--- src/rtl/ncl_wavefront_arbiter.sv ---
// rtl/ncl_wavefront_arbiter.sv - round-robin clocked arbiter driving four-phase NCL wavefronts into a pipeline head
module ncl_wavefront_arbiter #(
    parameter int N           = 4,
    parameter int BURST       = 2,
    parameter int SYNC_STAGES = 2,
    parameter int TIMEOUT     = 64
) (
    input  logic         clk,
    input  logic         init_n,
    input  logic [N-1:0] req,
    output logic [N-1:0] gnt,
    output logic         wave_done,
    output logic         pipe_a,
    input  logic         pipe_ack,
    output logic         busy,
    output logic         timeout_err,
    input  logic         clr_err
);
    localparam int PTR_W   = $clog2(N);
    localparam int TIMER_W = $clog2(TIMEOUT + 1);
    localparam logic [TIMER_W-1:0] TIMER_LAST = TIMER_W'(TIMEOUT - 1);
    localparam logic [8:0]         BURST_LIM  = 9'(BURST);
    localparam logic [PTR_W:0]     N_W        = (PTR_W + 1)'(N);
    localparam logic [PTR_W-1:0]   PTR_MAX    = PTR_W'(N - 1);

    typedef enum logic [1:0] {ST_IDLE, ST_DATA, ST_NULL, ST_ERR} state_t;

    state_t                 state;
    logic [SYNC_STAGES-1:0] ack_sync;
    logic                   ack_s;
    logic [PTR_W-1:0]       rr_ptr;
    logic [PTR_W-1:0]       winner;
    logic [PTR_W-1:0]       pick;
    logic                   pick_found;
    logic [PTR_W:0]         scan_idx;
    logic [PTR_W-1:0]       after_winner;
    logic [7:0]             beat;
    logic [8:0]             beat_next;
    logic [TIMER_W-1:0]     timer;
    logic                   timer_expired;

    always_ff @(posedge clk or negedge init_n) begin
        if (!init_n) begin
            ack_sync <= '0;
        end else begin
            ack_sync <= {ack_sync[SYNC_STAGES-2:0], pipe_ack};
        end
    end

    assign ack_s = ack_sync[SYNC_STAGES-1];

    // First requester at or after rr_ptr, wrapping N-1 -> 0.
    always_comb begin
        pick       = '0;
        pick_found = 1'b0;
        scan_idx   = '0;
        for (int i = 0; i < N; i++) begin
            scan_idx = {1'b0, rr_ptr} + (PTR_W + 1)'(i);
            if (scan_idx >= N_W) begin
                scan_idx = scan_idx - N_W;
            end
            if (!pick_found && req[scan_idx[PTR_W-1:0]]) begin
                pick       = scan_idx[PTR_W-1:0];
                pick_found = 1'b1;
            end
        end
    end

    assign after_winner  = (winner == PTR_MAX) ? '0 : winner + PTR_W'(1);
    assign beat_next     = {1'b0, beat} + 9'd1;
    assign timer_expired = (timer == TIMER_LAST);

    always_ff @(posedge clk or negedge init_n) begin
        if (!init_n) begin
            state       <= ST_IDLE;
            gnt         <= '0;
            pipe_a      <= 1'b0;
            wave_done   <= 1'b0;
            busy        <= 1'b0;
            timeout_err <= 1'b0;
            rr_ptr      <= '0;
            winner      <= '0;
            beat        <= '0;
            timer       <= '0;
        end else begin
            wave_done <= 1'b0;
            case (state)
                ST_IDLE: begin
                    // A pipeline still holding DATA (ack_s high) must drain before any new grant.
                    if (pick_found && !ack_s) begin
                        winner <= pick;
                        gnt    <= N'(1) << pick;
                        pipe_a <= 1'b1;
                        busy   <= 1'b1;
                        beat   <= '0;
                        timer  <= '0;
                        state  <= ST_DATA;
                    end
                end
                ST_DATA: begin
                    if (ack_s) begin
                        pipe_a <= 1'b0;
                        timer  <= '0;
                        state  <= ST_NULL;
                    end else if (timer_expired) begin
                        pipe_a      <= 1'b0;
                        gnt         <= '0;
                        timeout_err <= 1'b1;
                        rr_ptr      <= after_winner;
                        timer       <= '0;
                        state       <= ST_ERR;
                    end else begin
                        timer <= timer + TIMER_W'(1);
                    end
                end
                ST_NULL: begin
                    if (!ack_s) begin
                        wave_done <= 1'b1;
                        beat      <= beat_next[7:0];
                        timer     <= '0;
                        if ((beat_next < BURST_LIM) && req[winner]) begin
                            pipe_a <= 1'b1;
                            state  <= ST_DATA;
                        end else begin
                            gnt    <= '0;
                            rr_ptr <= after_winner;
                            busy   <= 1'b0;
                            state  <= ST_IDLE;
                        end
                    end else if (timer_expired) begin
                        gnt         <= '0;
                        timeout_err <= 1'b1;
                        rr_ptr      <= after_winner;
                        timer       <= '0;
                        state       <= ST_ERR;
                    end else begin
                        timer <= timer + TIMER_W'(1);
                    end
                end
                ST_ERR: begin
                    if (clr_err) begin
                        timeout_err <= 1'b0;
                        busy        <= 1'b0;
                        state       <= ST_IDLE;
                    end
                end
                default: begin
                    state <= ST_IDLE;
                end
            endcase
        end
    end
endmodule

--- config.mk ---
export PLATFORM = sky130hd
export DESIGN_NAME = ncl_wavefront_arbiter
export DESIGN_NICKNAME = d
export VERILOG_FILES = /design/src/rtl/ncl_wavefront_arbiter.sv
export SDC_FILE = /design/constraint.sdc
export NUM_CORES = 1
export LEC_CHECK = 0
export ABC_AREA = 0
export BUFFER_PORTS_ARGS = -buffer_cell sky130_fd_sc_hd__buf_4
export CAP_MARGIN = 20
export CORE_ASPECT_RATIO = 0.5
export CORE_MARGIN = 2
export CORE_UTILIZATION = 58
export CTS_CLUSTER_DIAMETER = 150
export DETAILED_ROUTE_END_ITERATION = 10
export GPL_TIMING_DRIVEN = 0
export PLACE_DENSITY = 0.77
export SYNTH_ARGS = -nofsm -noshare
export SYNTH_HDL_FRONTEND = slang
export SYNTH_SLANG_ARGS = --single-unit
--- constraint.sdc ---
create_clock -name clk -period 3.3 [get_ports clk]
set_input_delay 0.33 -clock clk [delete_from_list [all_inputs] [get_ports clk]]
set_output_delay 0.33 -clock clk [all_outputs]
set_load 0.005 [all_outputs]
# Yosys cells after proc, flatten, opt, wreduce, memory -nomap -nowiden
# Cells that the tools add are included.
[op_classes]
addsub = 10
magnitude_cmp = 10
n_eq_ne = 14
n_shift = 1
muxes = 65
reduce_logical = 24
[op_table]
columns = ["cell", "n"]
rows = [
  ["2-bit 2-to-1 mux", 18],
  ["7-bit 2-to-1 mux", 4],
  ["1-bit 2-to-1 mux", 23],
  ["7-bit case mux with 3 select lines", 1],
  ["4-bit 2-to-1 mux", 5],
  ["8-bit 2-to-1 mux", 2],
  ["8-bit case mux with 2 select lines", 1],
  ["2-bit by 3-bit less-than comparator with 1-bit output, second input constant", 5],
  ["2-bit != test, second input constant", 7],
  ["4-bit case mux with 3 select lines", 1],
  ["1-bit binary-select mux with 2-bit select", 5],
  ["5-bit AND reduction", 2],
  ["8-bit by 1-bit adder with 9-bit output, second input constant", 1],
  ["3-bit >= comparator, second input constant", 3],
  ["9-bit by 2-bit less-than comparator with 1-bit output, second input constant", 1],
  ["1-bit case mux with 3 select lines", 3],
  ["3-bit nonzero test", 3],
  ["2-bit case mux with 4 select lines", 1],
  ["4-bit AND reduction", 2],
  ["2-bit by 1-bit subtractor with 2-bit output, second input constant", 4],
  ["7-bit by 1-bit adder with 7-bit output, second input constant", 1],
  ["7-bit by 6-bit == test with 1-bit output, second input constant", 1],
  ["2-bit by 2-bit adder with 3-bit output, second input constant", 2],
  ["2-bit == test, second input constant", 3],
  ["other kinds (13)", 25],
]
[totals]
ff_bits = 31
in_bits = 8
out_inout_bits = 8
elab_cells = 135

# Depth between registers and ports, before layout
# Gate-level depths: netlist of run 1.
[depth]
depth_word = 17
ltp_mapped = 8
mapped_depth_nobuf = 8

# Worst setup path before layout of run 1
# OpenSTA, ideal clock, no wires.
[synth_timing]
path_kind = "reg-to-reg"
from = "register beat[0]"
to = "register rr_ptr[0]"
setup_time_ns = 0.128
t_arrival_ns = 1.940
required_time_ns = 3.172
setup_slack_ns = 1.233
path_stages_with_launch = 8
path_buffers = 0
period_less_slack_ns = 2.067
cell_sequence = "dfrtp_1 -> ha_1 -> or2_2 -> a21oi_1 -> nand4_2 -> o31ai_2 -> o21ai_1 -> mux2_1"
[synth_between]
elab_chain_len = 5
[synth_rtl]
columns = ["item", "line", "text"]
rows = [
  ["start: declaration", "37", "logic [7:0] beat;"],
  ["start signal: assignment", "119", "beat <= beat_next[7:0];"],
  ["8-bit by 1-bit adder with 9-bit output", "70", "assign beat_next = {1'b0, beat} + 9'd1;"],
  ["9-bit by 2-bit less-than comparator with 1-bit output", "121", "if ((beat_next < BURST_LIM) && req[winner]) begin"],
  ["1-bit logical AND", "121", ""],
  ["3-bit != test (no source line)", "-", ""],
  ["3-bit AND reduction (no source line)", "-", ""],
  ["end signal: assignment", "109", "rr_ptr <= after_winner;"],
  ["end signal: assignment", "126", "rr_ptr <= after_winner;"],
  ["end signal: assignment", "133", "rr_ptr <= after_winner;"],
  ["end: declaration", "31", "logic [PTR_W-1:0] rr_ptr;"],
]
# No other way between the ends.
# A chain may end at the register's enable or synchronous reset.

# Final worst setup path of run 1
[layout_timing]
from = "register beat[0]"
to = "register rr_ptr[1]"
# Same word-level chain as after synthesis.

==> parameters.txt, run 1 <==
Parameter                              Value

STA
  FMAX    0.421 GHz
  Max transition margin    41.0%
  Crit share post-route    between 70% and 80%
  Min Tclk post-route    2380 ps
  Final setup vio count    0
  Clock skew    6.08 ps
  Setup ws final    923 ps
  Number of hold violations in the final report    0
  Sum Neg Setup Slack    0 ps
  Tightest Pin Transition    878 ps
  Max-slew violation count    0
  Setup repair after global routing missed its margin    false

Worst hold path
  Class of the most critical hold timing path    in -> reg

Final layout
  Commonest cells after routing, fill and taps aside    sky130_fd_sc_hd__nand2_1 (41), sky130_fd_sc_hd__dfrtp_1 (31), sky130_fd_sc_hd__o21ai_0 (20)
  Fill count    256
  Cell Count, Final, Fillers Out    270
  Commonest non-fill, non-tap cell in the layout    sky130_fd_sc_hd__nand2_1
  Share of post-route cells with drive strength above 1    about 16%
  NumNets Final    246
  Diode count    0
  Layout overhead on the synthesized area    15.7%

Die
  Chip Height    43.9 um
  Starting utilization of the core area    61.4%
  Floorplan die area    approximately 3700 um^2
  Ports    16
  Width of the die    roughly 84 um
  Number of rows created at floorplan    14
  Core box area    3010 um^2

Yosys
  Proportion of synthesized chip area in sequential cells    41.9%
  Post-Synthesis Net Count    223
  Synthesized area per cell    8.98 um^2
  Number of warnings issued by yosys    0
  Primary FF master, synth    sky130_fd_sc_hd__dfrtp_1
  Cell area after synthesis    1850 um^2
  Syn Inst Count    ~200
  Share of synthesized flip-flops with an asynchronous set or reset    100%
  Number of synthesized flops with an enable pin    0
  Total of flip-flops plus latches after synthesis    31
  Synth cell types    48

Clock tree
  Longest Clk Path Bufs    2
  CTS Buf Count    5
  CTS tree    built
  Worst-Skew Late Latency    290 ps
  PostCTS Resize Cnt    0
  Hold bufs inserted after CTS    1
  Level count of the clock H-tree    2
  Worst-path clk slew    roughly 60 ps
  Total setup buffers inserted after CTS    0
  Library cell used as clock root buffer    sky130_fd_sc_hd__clkbuf_8
  TritonCTS sink count    31

Detailed routing
  Router iterations before antenna repair    4
  Average wire per standard cell    14.0 um
  Total detailed-routing wirelength    3770 um
  Post-DR vias/cell    5.83
  Number of DRC markers after the initial detailed-route iteration    63
  Remaining routing DRC violations    0
  Remaining antenna violation count    0
  Number of vias in the routed layout    1575

Worst setup path
  CP startpoint kind    register
  Worst Path Required    3470 ps
  Largest fanout on the critical path    7
  Critical path data arrival time    2550 ps
  Category of the most critical setup path    reg -> reg
  Kind of capture point of the worst setup path    register

Power and ir drop
  Static Leak    about 0.00098 uW
  Switching share of power    37.6%
  Clock group share of total power    between 20% and 30%
  Seq pwr share    33.7%
  Power per unit of standard cell area    741 nW/um^2
  Int Pwr    989 uW
  Sw power    a little under 600 uW
  Share of power burned in combinational logic    41.7%
  Maximum ir drop on the vdd rail    377 uV

Global routing
  Global Route Usage Sum    22.7%
  Number of global-route vias before repair    1397
  Initial antenna violation count    0
  Remaining global-route overflow    0
  Pin count of the biggest net entering global routing    32
  Global-route wire length before repair    6330 um

Status
  Outcome    finished, final reports clean

Placed design
  Count of input and output buffers    15
  HPWL after detailed placement    2750 um
  Final weighted congestion of routability-driven global placement    approximately 0.76
  Worst setup timing slack at the placement stage    927 ps
  Number of placed instances with taps included    roughly 260

Run
  Count of maximum capacitance violations    0
==> worst max-delay path, cell delays in order, from the launching register on <==
cell                      delay, ps
sky130_fd_sc_hd__dfrtp_1        410
sky130_fd_sc_hd__ha_1           300
sky130_fd_sc_hd__or2_2          300
sky130_fd_sc_hd__a21oi_1        180
sky130_fd_sc_hd__nand4_2        170
sky130_fd_sc_hd__o31ai_2        360
sky130_fd_sc_hd__o21ai_1        190
sky130_fd_sc_hd__mux2_1         350
==> sequential cells by signal, summed over array words and instances, names as in the netlist <==
register     cells
busy             1
state            2
rr_ptr           2
timeout_err      1
gnt              4
winner           2
timer            7
ack_sync         2
wave_done        1
beat             8
pipe_a           1
==> routing by layer <==
metal  vias up  part of all wire, %  wire, um  GRT usage [%]
li1        787                    -         -              -
met1       754                   49      1850           29.3
met2        25                   45      1710           36.6
met5         -                    0         0              0
met4         0                  1.4        54           7.74
met3         9                  4.0       151           7.62
==> final timing paths <==
kind	slack, ps	cells after the start	start	end
worst max register to register	920	7	beat[0]$_DFFE_PN0P_	rr_ptr[1]$_DFFE_PN0P_
worst max-delay path	920	7	beat[0]$_DFFE_PN0P_	rr_ptr[1]$_DFFE_PN0P_
min in group asynchronous	510	2	init_n	timer[3]$_DFFE_PN0P_
worst min register to register	350	0	ack_sync[0]$_DFF_PN0_	ack_sync[1]$_DFF_PN0_
worst min-delay path	150	1	pipe_ack	ack_sync[0]$_DFF_PN0_
max in group asynchronous	2500	2	init_n	pipe_a$_DFFE_PN0P_
==> layout make-up <==
class | count | area (um^2) | share of cell area, %
Buffer | 4 | 15.0 | 0.702
Clock inverter | 2 | 35.0 | 1.64
Inverter | 11 | 41.3 | 1.93
Timing Repair Buffer | 16 | 123 | 5.73
Multi-Input combinational cell | 160 | 1020 | 47.5
Tap cell | 40 | 50.0 | 2.34
Sequential cell | 31 | 776 | 36.3
Clock buffer | 6 | 82.6 | 3.86
==> stage by stage <==
step                util [%]  total power (uW)  hold WS (ps)  area, um^2
finish                  71.0              1590           146        2140
global route            71.0              1700           137        2140
CTS                     71.0              1590           141        2140
detailed placement      66.8              1200           290        2010
global placement        66.8              1170           281        2010
floorplan                  -              1010          34.4        1850
==> power groups by stage <==
stage	Combinational, uW	Sequential, uW	Clock (uW)
after global routing	739	545	415
final	661	535	390
after detailed placement	659	541	0
after global placement	633	532	0
after floorplan	482	525	0
after CTS	661	535	394
==> cells by family (layout without fill, tap and decap cells) <==
logic type      count (synthesis)  in the layout  synth area share (%)
compound gates                 55             55                  20.5
mux                             6              6                  4.13
simple gates                   90             90                  24.3
fa+ha+maj                       9              9                  6.09
buf+inv                        15             39                  3.04
flops                          31             31                  41.9
==> synth_stat cells (3+ instances only) <==
cell type	n	share of area, %
sky130_fd_sc_hd__o31ai_1	3	1.2
sky130_fd_sc_hd__a21oi_1	8	2.2
sky130_fd_sc_hd__nor3_1	5	1.4
sky130_fd_sc_hd__o21ai_0	20	5.4
sky130_fd_sc_hd__nand3_1	10	2.7
sky130_fd_sc_hd__nor2b_1	3	1.0
sky130_fd_sc_hd__clkbuf_1	4	0.81
sky130_fd_sc_hd__a32o_1	4	2.2
sky130_fd_sc_hd__nand2_1	41	8.3
sky130_fd_sc_hd__or3_1	4	1.4
sky130_fd_sc_hd__nand2b_1	4	1.4
sky130_fd_sc_hd__ha_1	9	6.1
sky130_fd_sc_hd__nor3b_1	3	1.2
sky130_fd_sc_hd__dfrtp_1	31	42
sky130_fd_sc_hd__inv_1	11	2.2
sky130_fd_sc_hd__nor2_1	8	1.6
No activity file was read; power rests on OpenSTA's default activity.
==> run 2: changes to the inputs <==
clock period = 2.2 ns   (was 3.3 ns; I/O delays follow)
==> parameters.txt, run 2 (synthesized netlist as in run 1, its figures left out) <==
Parameter                              Value

STA
  Max-slew violation count    0
  Setup repair after global routing missed its margin    true
  Min Tclk post-route    2180 ps
  Final setup vio count    0
  Number of hold violations in the final report    0
  Clock skew    5.62 ps
  Setup ws final    18.5 ps
  Tightest Pin Transition    669 ps
  Max transition margin    a little over half
  Crit share post-route    99.2%
  FMAX    0.458 GHz

Detailed routing
  Total detailed-routing wirelength    3930 um
  Remaining routing DRC violations    0
  Average wire per standard cell    about 14 um
  Number of DRC markers after the initial detailed-route iteration    61
  Post-DR vias/cell    5.90
  Number of vias in the routed layout    1616
  Remaining antenna violation count    0
  Router iterations before antenna repair    4

Worst setup path
  CP startpoint kind    register
  Kind of capture point of the worst setup path    register
  Critical path data arrival time    2350 ps
  Bufs and invs on worst path    0
  Ordered list of cells on the worst path    ha_4 > or3b_4 > a21oi_4 > o211ai_4 > o31ai_4 > o21ai_2 > mux2_1
  Cell type group with the largest total delay on the critical path    compound AO/OA/AOI/OAI gates
  Worst Path Required    between 2000 and 2500 ps
  Biggest cell delay along the critical path    440 ps
  Largest fanout on the critical path    7
  Crit-path slowest cell    sky130_fd_sc_hd__dfrtp_2
  Category of the most critical setup path    reg -> reg

Placed design
  Worst setup timing slack at the placement stage    -173 ps
  Count of input and output buffers    15
  HPWL after detailed placement    between 2000 and 3000 um
  Number of placed instances with taps included    261
  Final weighted congestion of routability-driven global placement    around 0.76

Status
  Outcome    finished, final reports clean

Die
  Chip Height    43.9 um
  Number of rows created at floorplan    14
  Ports    16
  Core box area    3010 um^2
  Floorplan die area    3680 um^2
  Width of the die    83.9 um
  Starting utilization of the core area    61.4%

Worst hold path
  Class of the most critical hold timing path    in -> reg

Power and ir drop
  Maximum ir drop on the vdd rail    588 uV
  Static Leak    between 0.001 and 0.0015 uW
  Power per unit of standard cell area    roughly 1100 nW/um^2

Final layout
  NumNets Final    250
  Top register by number of flip-flops    beat
  Fill count    230
  Share of post-route cells with drive strength above 1    22.6%
  Diode count    0
  Largest registers    beat: 8 flops, timer: 7 flops, gnt: 4 flops
  Commonest non-fill, non-tap cell in the layout    sky130_fd_sc_hd__nand2_1
  Commonest cells after routing, fill and taps aside    sky130_fd_sc_hd__nand2_1 (41), sky130_fd_sc_hd__dfrtp_1 (28), sky130_fd_sc_hd__o21ai_0 (19), sky130_fd_sc_hd__buf_4 (19), sky130_fd_sc_hd__inv_1 (11)
  Max reg flops    8
  Cell Count, Final, Fillers Out    between 200 and 300
  Layout overhead on the synthesized area    22.5%

Clock tree
  Library cell used as clock root buffer    sky130_fd_sc_hd__clkbuf_8
  CTS Buf Count    5
  Worst-Skew Late Latency    between 200 and 300 ps
  Longest Clk Path Bufs    2
  TritonCTS sink count    31
  Worst-path clk slew    60 ps
  Level count of the clock H-tree    2
  CTS tree    built

Global routing
  Global-route wire length before repair    6460 um
  Pin count of the biggest net entering global routing    32
  Number of global-route vias before repair    1426
  Global Route Usage Sum    23.1%
  Remaining global-route overflow    0
  Initial antenna violation count    0

Run
  Count of maximum capacitance violations    0
==> run 2: cell count changes in the layout (fill, tap and decap cells not counted), moves of 2 or more <==
cell                       delta
sky130_fd_sc_hd__buf_4        +4
sky130_fd_sc_hd__dfrtp_1      -3
sky130_fd_sc_hd__dfrtp_2      +3
sky130_fd_sc_hd__clkbuf_1     -2
sky130_fd_sc_hd__clkbuf_2     +2
sky130_fd_sc_hd__ha_1         -2
sky130_fd_sc_hd__nor3_4       +2
==> run 2: layout make-up <==
class	instances	area [um^2]	area share, %
inverter	11	41.3	1.82
clock inverter	2	35.0	1.55
buffer	4	17.5	0.773
clock buffer	6	82.6	3.64
sequential	31	779	34.4
timing repair buffer	20	153	6.74
tap	40	50.0	2.21
multi-input combinational	160	1110	48.9
==> run 2: where the power goes <==
part | internal [uW] | switching, uW
Clock | 366 | 220
Combinational | 465 | 598
Sequential | 690 | 117
==> run 2: worst paths after layout <==
kind	startpoint	end	slack, ps	cells after the start
setup / recovery	beat[0]$_DFFE_PN0P_	rr_ptr[1]$_DFFE_PN0P_	20	7
hold / removal	pipe_ack	ack_sync[0]$_DFF_PN0_	40	1
setup reg to reg	beat[0]$_DFFE_PN0P_	rr_ptr[1]$_DFFE_PN0P_	20	7
hold reg to reg	ack_sync[0]$_DFF_PN0_	ack_sync[1]$_DFF_PN0_	360	0
max in group asynchronous	init_n	beat[1]$_DFFE_PN0P_	1480	2
min in group asynchronous	init_n	timer[3]$_DFFE_PN0P_	400	2
==> run 2: repair_timing <==
action | in CTS | in global routing
hold buffers | 1 | 0
resized for setup | 6 | 17
hold endpoints to repair | 31 | 0
pin swaps | 2 | 6
buffers inserted | 1 | 3
endpoints found under the setup margin | 7 | 10
==> run 2: stage by stage <==
stage	total power (uW)	setup TNS, ps	hold slack (ps)	instance area (um^2)	util, %
floorplan	1510	0	-75.6	1850	-
global placement	1750	-795	171	2010	66.8
detailed placement	1800	-847	180	2010	66.8
CTS	2400	0	31.2	2180	72.5
global route	2620	-126	20.8	2270	75.2
finish	2460	0	35.2	2270	75.2
==> run 2: routing by layer <==
layer / vias to the layer above / share of wire (%) / track usage [%]
met5: - / 0 / 0
met4: 0 / 1.1 / 7.74
met3: 7 / 3.8 / 7.62
met2: 22 / 46 / 37.4
met1: 794 / 49 / 30.0
li1: 793 / - / -
==> run 3: changes to the inputs <==
RECOVER_POWER = 100   (was default)
==> parameters.txt, run 3 (synthesized netlist as in run 1, its figures left out) <==
Parameter                              Value

Die
  Core box area    3010 um^2
  Ports    16
  Starting utilization of the core area    61.4%
  Width of the die    83.9 um
  Chip Height    43.9 um
  Number of rows created at floorplan    14
  Floorplan die area    roughly 3700 um^2

Detailed routing
  Router iterations before antenna repair    4
  WL met3    155 um
  Number of vias in the routed layout    about 1600
  Post-DR vias/cell    just under 6
  Routed length on met2    approximately 1800 um
  Remaining routing DRC violations    0
  Remaining antenna violation count    0
  Met1 WL    1940 um
  Highest routing layer actually used    met4
  Number of DRC markers after the initial detailed-route iteration    49
  Total detailed-routing wirelength    slightly below 4000 um
  Average wire per standard cell    14.3 um

STA
  Max transition margin    between 40% and 50%
  Setup repair after global routing missed its margin    true
  Max-slew violation count    0
  Tightest Pin Transition    761 ps
  Crit share post-route    slightly below 100%
  Clock skew    5.78 ps
  Number of hold violations in the final report    0
  Final setup vio count    0
  FMAX    0.458 GHz
  Sum Neg Setup Slack    0 ps
  Min Tclk post-route    approximately 2200 ps

Worst setup path
  Biggest cell delay along the critical path    440 ps
  Category of the most critical setup path    reg -> reg
  CP startpoint kind    register
  Kind of capture point of the worst setup path    register
  Worst Path Required    approximately 2400 ps
  Ordered list of cells on the worst path    ha_4 > or3b_4 > a21oi_4 > o211ai_4 > o31ai_4 > o21ai_2 > mux2_1
  Bufs and invs on worst path    0
  Crit-path slowest cell    sky130_fd_sc_hd__dfrtp_2
  Largest fanout on the critical path    7
  Critical path data arrival time    2350 ps
  Cell type group with the largest total delay on the critical path    compound AO/OA/AOI/OAI gates

Clock tree
  CTS tree    built
  CTS Buf Count    5
  TritonCTS sink count    31
  Worst-path clk slew    60 ps
  Longest Clk Path Bufs    2
  Level count of the clock H-tree    2
  Library cell used as clock root buffer    sky130_fd_sc_hd__clkbuf_8
  Worst-Skew Late Latency    290 ps

Power and ir drop
  Final total power    ~2400 uW
  Static Leak    0.00101 uW
  Power per unit of standard cell area    1080 nW/um^2
  Maximum ir drop on the vdd rail    587 uV

Run
  Count of maximum capacitance violations    0

Placed design
  HPWL after detailed placement    2750 um
  Number of placed instances with taps included    261
  Count of input and output buffers    15
  Final weighted congestion of routability-driven global placement    around 0.76

Final layout
  Commonest cells after routing, fill and taps aside    sky130_fd_sc_hd__nand2_1 (41), sky130_fd_sc_hd__dfrtp_1 (28), sky130_fd_sc_hd__o21ai_0 (19)
  Top register by number of flip-flops    beat
  Diode count    0
  NumNets Final    250
  Area used by multi-input combinational logic    1100 um^2
  Cell Count, Final, Fillers Out    around 270
  Max reg flops    8
  Layout overhead on the synthesized area    21.9%
  Commonest non-fill, non-tap cell in the layout    sky130_fd_sc_hd__nand2_1
  Sequential cell area    779 um^2
  Fill count    233
  Largest registers    beat: 8 flops, timer: 7 flops, gnt: 4 flops
  Share of post-route cells with drive strength above 1    21.8%

Global routing
  Global-route wire length before repair    6460 um
  Global Route Usage Sum    23.1%
  Remaining global-route overflow    0
  Number of global-route vias before repair    around 1400
  Pin count of the biggest net entering global routing    32
  Initial antenna violation count    0

Worst hold path
  Class of the most critical hold timing path    in -> reg

Status
  Outcome    finished, final reports clean
-- run 3: worst register-to-register path, stage by stage, from the launching register on --
cell	delay, ps
sky130_fd_sc_hd__dfrtp_2	440
sky130_fd_sc_hd__ha_4	190
sky130_fd_sc_hd__or3b_4	390
sky130_fd_sc_hd__a21oi_4	170
sky130_fd_sc_hd__o211ai_4	130
sky130_fd_sc_hd__o31ai_4	300
sky130_fd_sc_hd__o21ai_2	110
sky130_fd_sc_hd__mux2_1	330
-- run 3: repair_timing --
action / 4_1_cts / 5_1_grt
endpoints found under the setup margin: 7 / 10
hold buffers: 1 / 0
buffers inserted: 1 / 3
resized for setup: 6 / 17
pin swaps: 2 / 6
endpoints found under the hold margin: 31 / 0
-- run 3: through the flow --
stage               utilization, %  hold slack, ps  area [um^2]  setup WS [ps]
global route                  74.8            43.5         2250          -46.5
detailed placement            66.8             180         2010           -173
finish                        74.8            56.4         2250           16.2
global placement              66.8             171         2010           -153
floorplan                        -           -75.6         1850            133
CTS                           72.5            31.2         2180          0.533
-- run 3: metal layers --
metal | global-route usage (%) | up-vias
li1 | - | 796
met1 | 30.0 | 786
met2 | 37.4 | 26
met3 | 7.62 | 9
met4 | 7.74 | 0
met5 | 0 | -
-- run 3: path summary, 6_finish.rpt --
path	start	end	slack [ps]	cells past startpoint
min in group asynchronous	init_n	timer[3]$_DFFE_PN0P_	530	2
worst max-delay path	beat[0]$_DFFE_PN0P_	rr_ptr[1]$_DFFE_PN0P_	20	7
worst max register to register	beat[0]$_DFFE_PN0P_	rr_ptr[1]$_DFFE_PN0P_	20	7
worst min-delay path	pipe_ack	ack_sync[0]$_DFF_PN0_	60	1
max in group asynchronous	init_n	beat[4]$_DFFE_PN0P_	1130	2
worst min register to register	ack_sync[0]$_DFF_PN0_	ack_sync[1]$_DFF_PN0_	360	0
-- run 3: cell type report --
class,instances,area share (%)
tap,40,2.22
timing repair buffer,20,6.66
clock inverter,2,1.55
buffer,4,0.721
multi-input combinational,160,48.8
inverter,11,1.83
sequential,31,34.6
clock buffer,6,3.66
-- run 3: where the power goes --
group          switching, uW  internal, uW  total, uW  leakage [uW]
clock                    221           366        587     0.0000612
sequential               116           690        806      0.000404
combinational            587           447       1030      0.000541
total                    924          1500       2430       0.00101
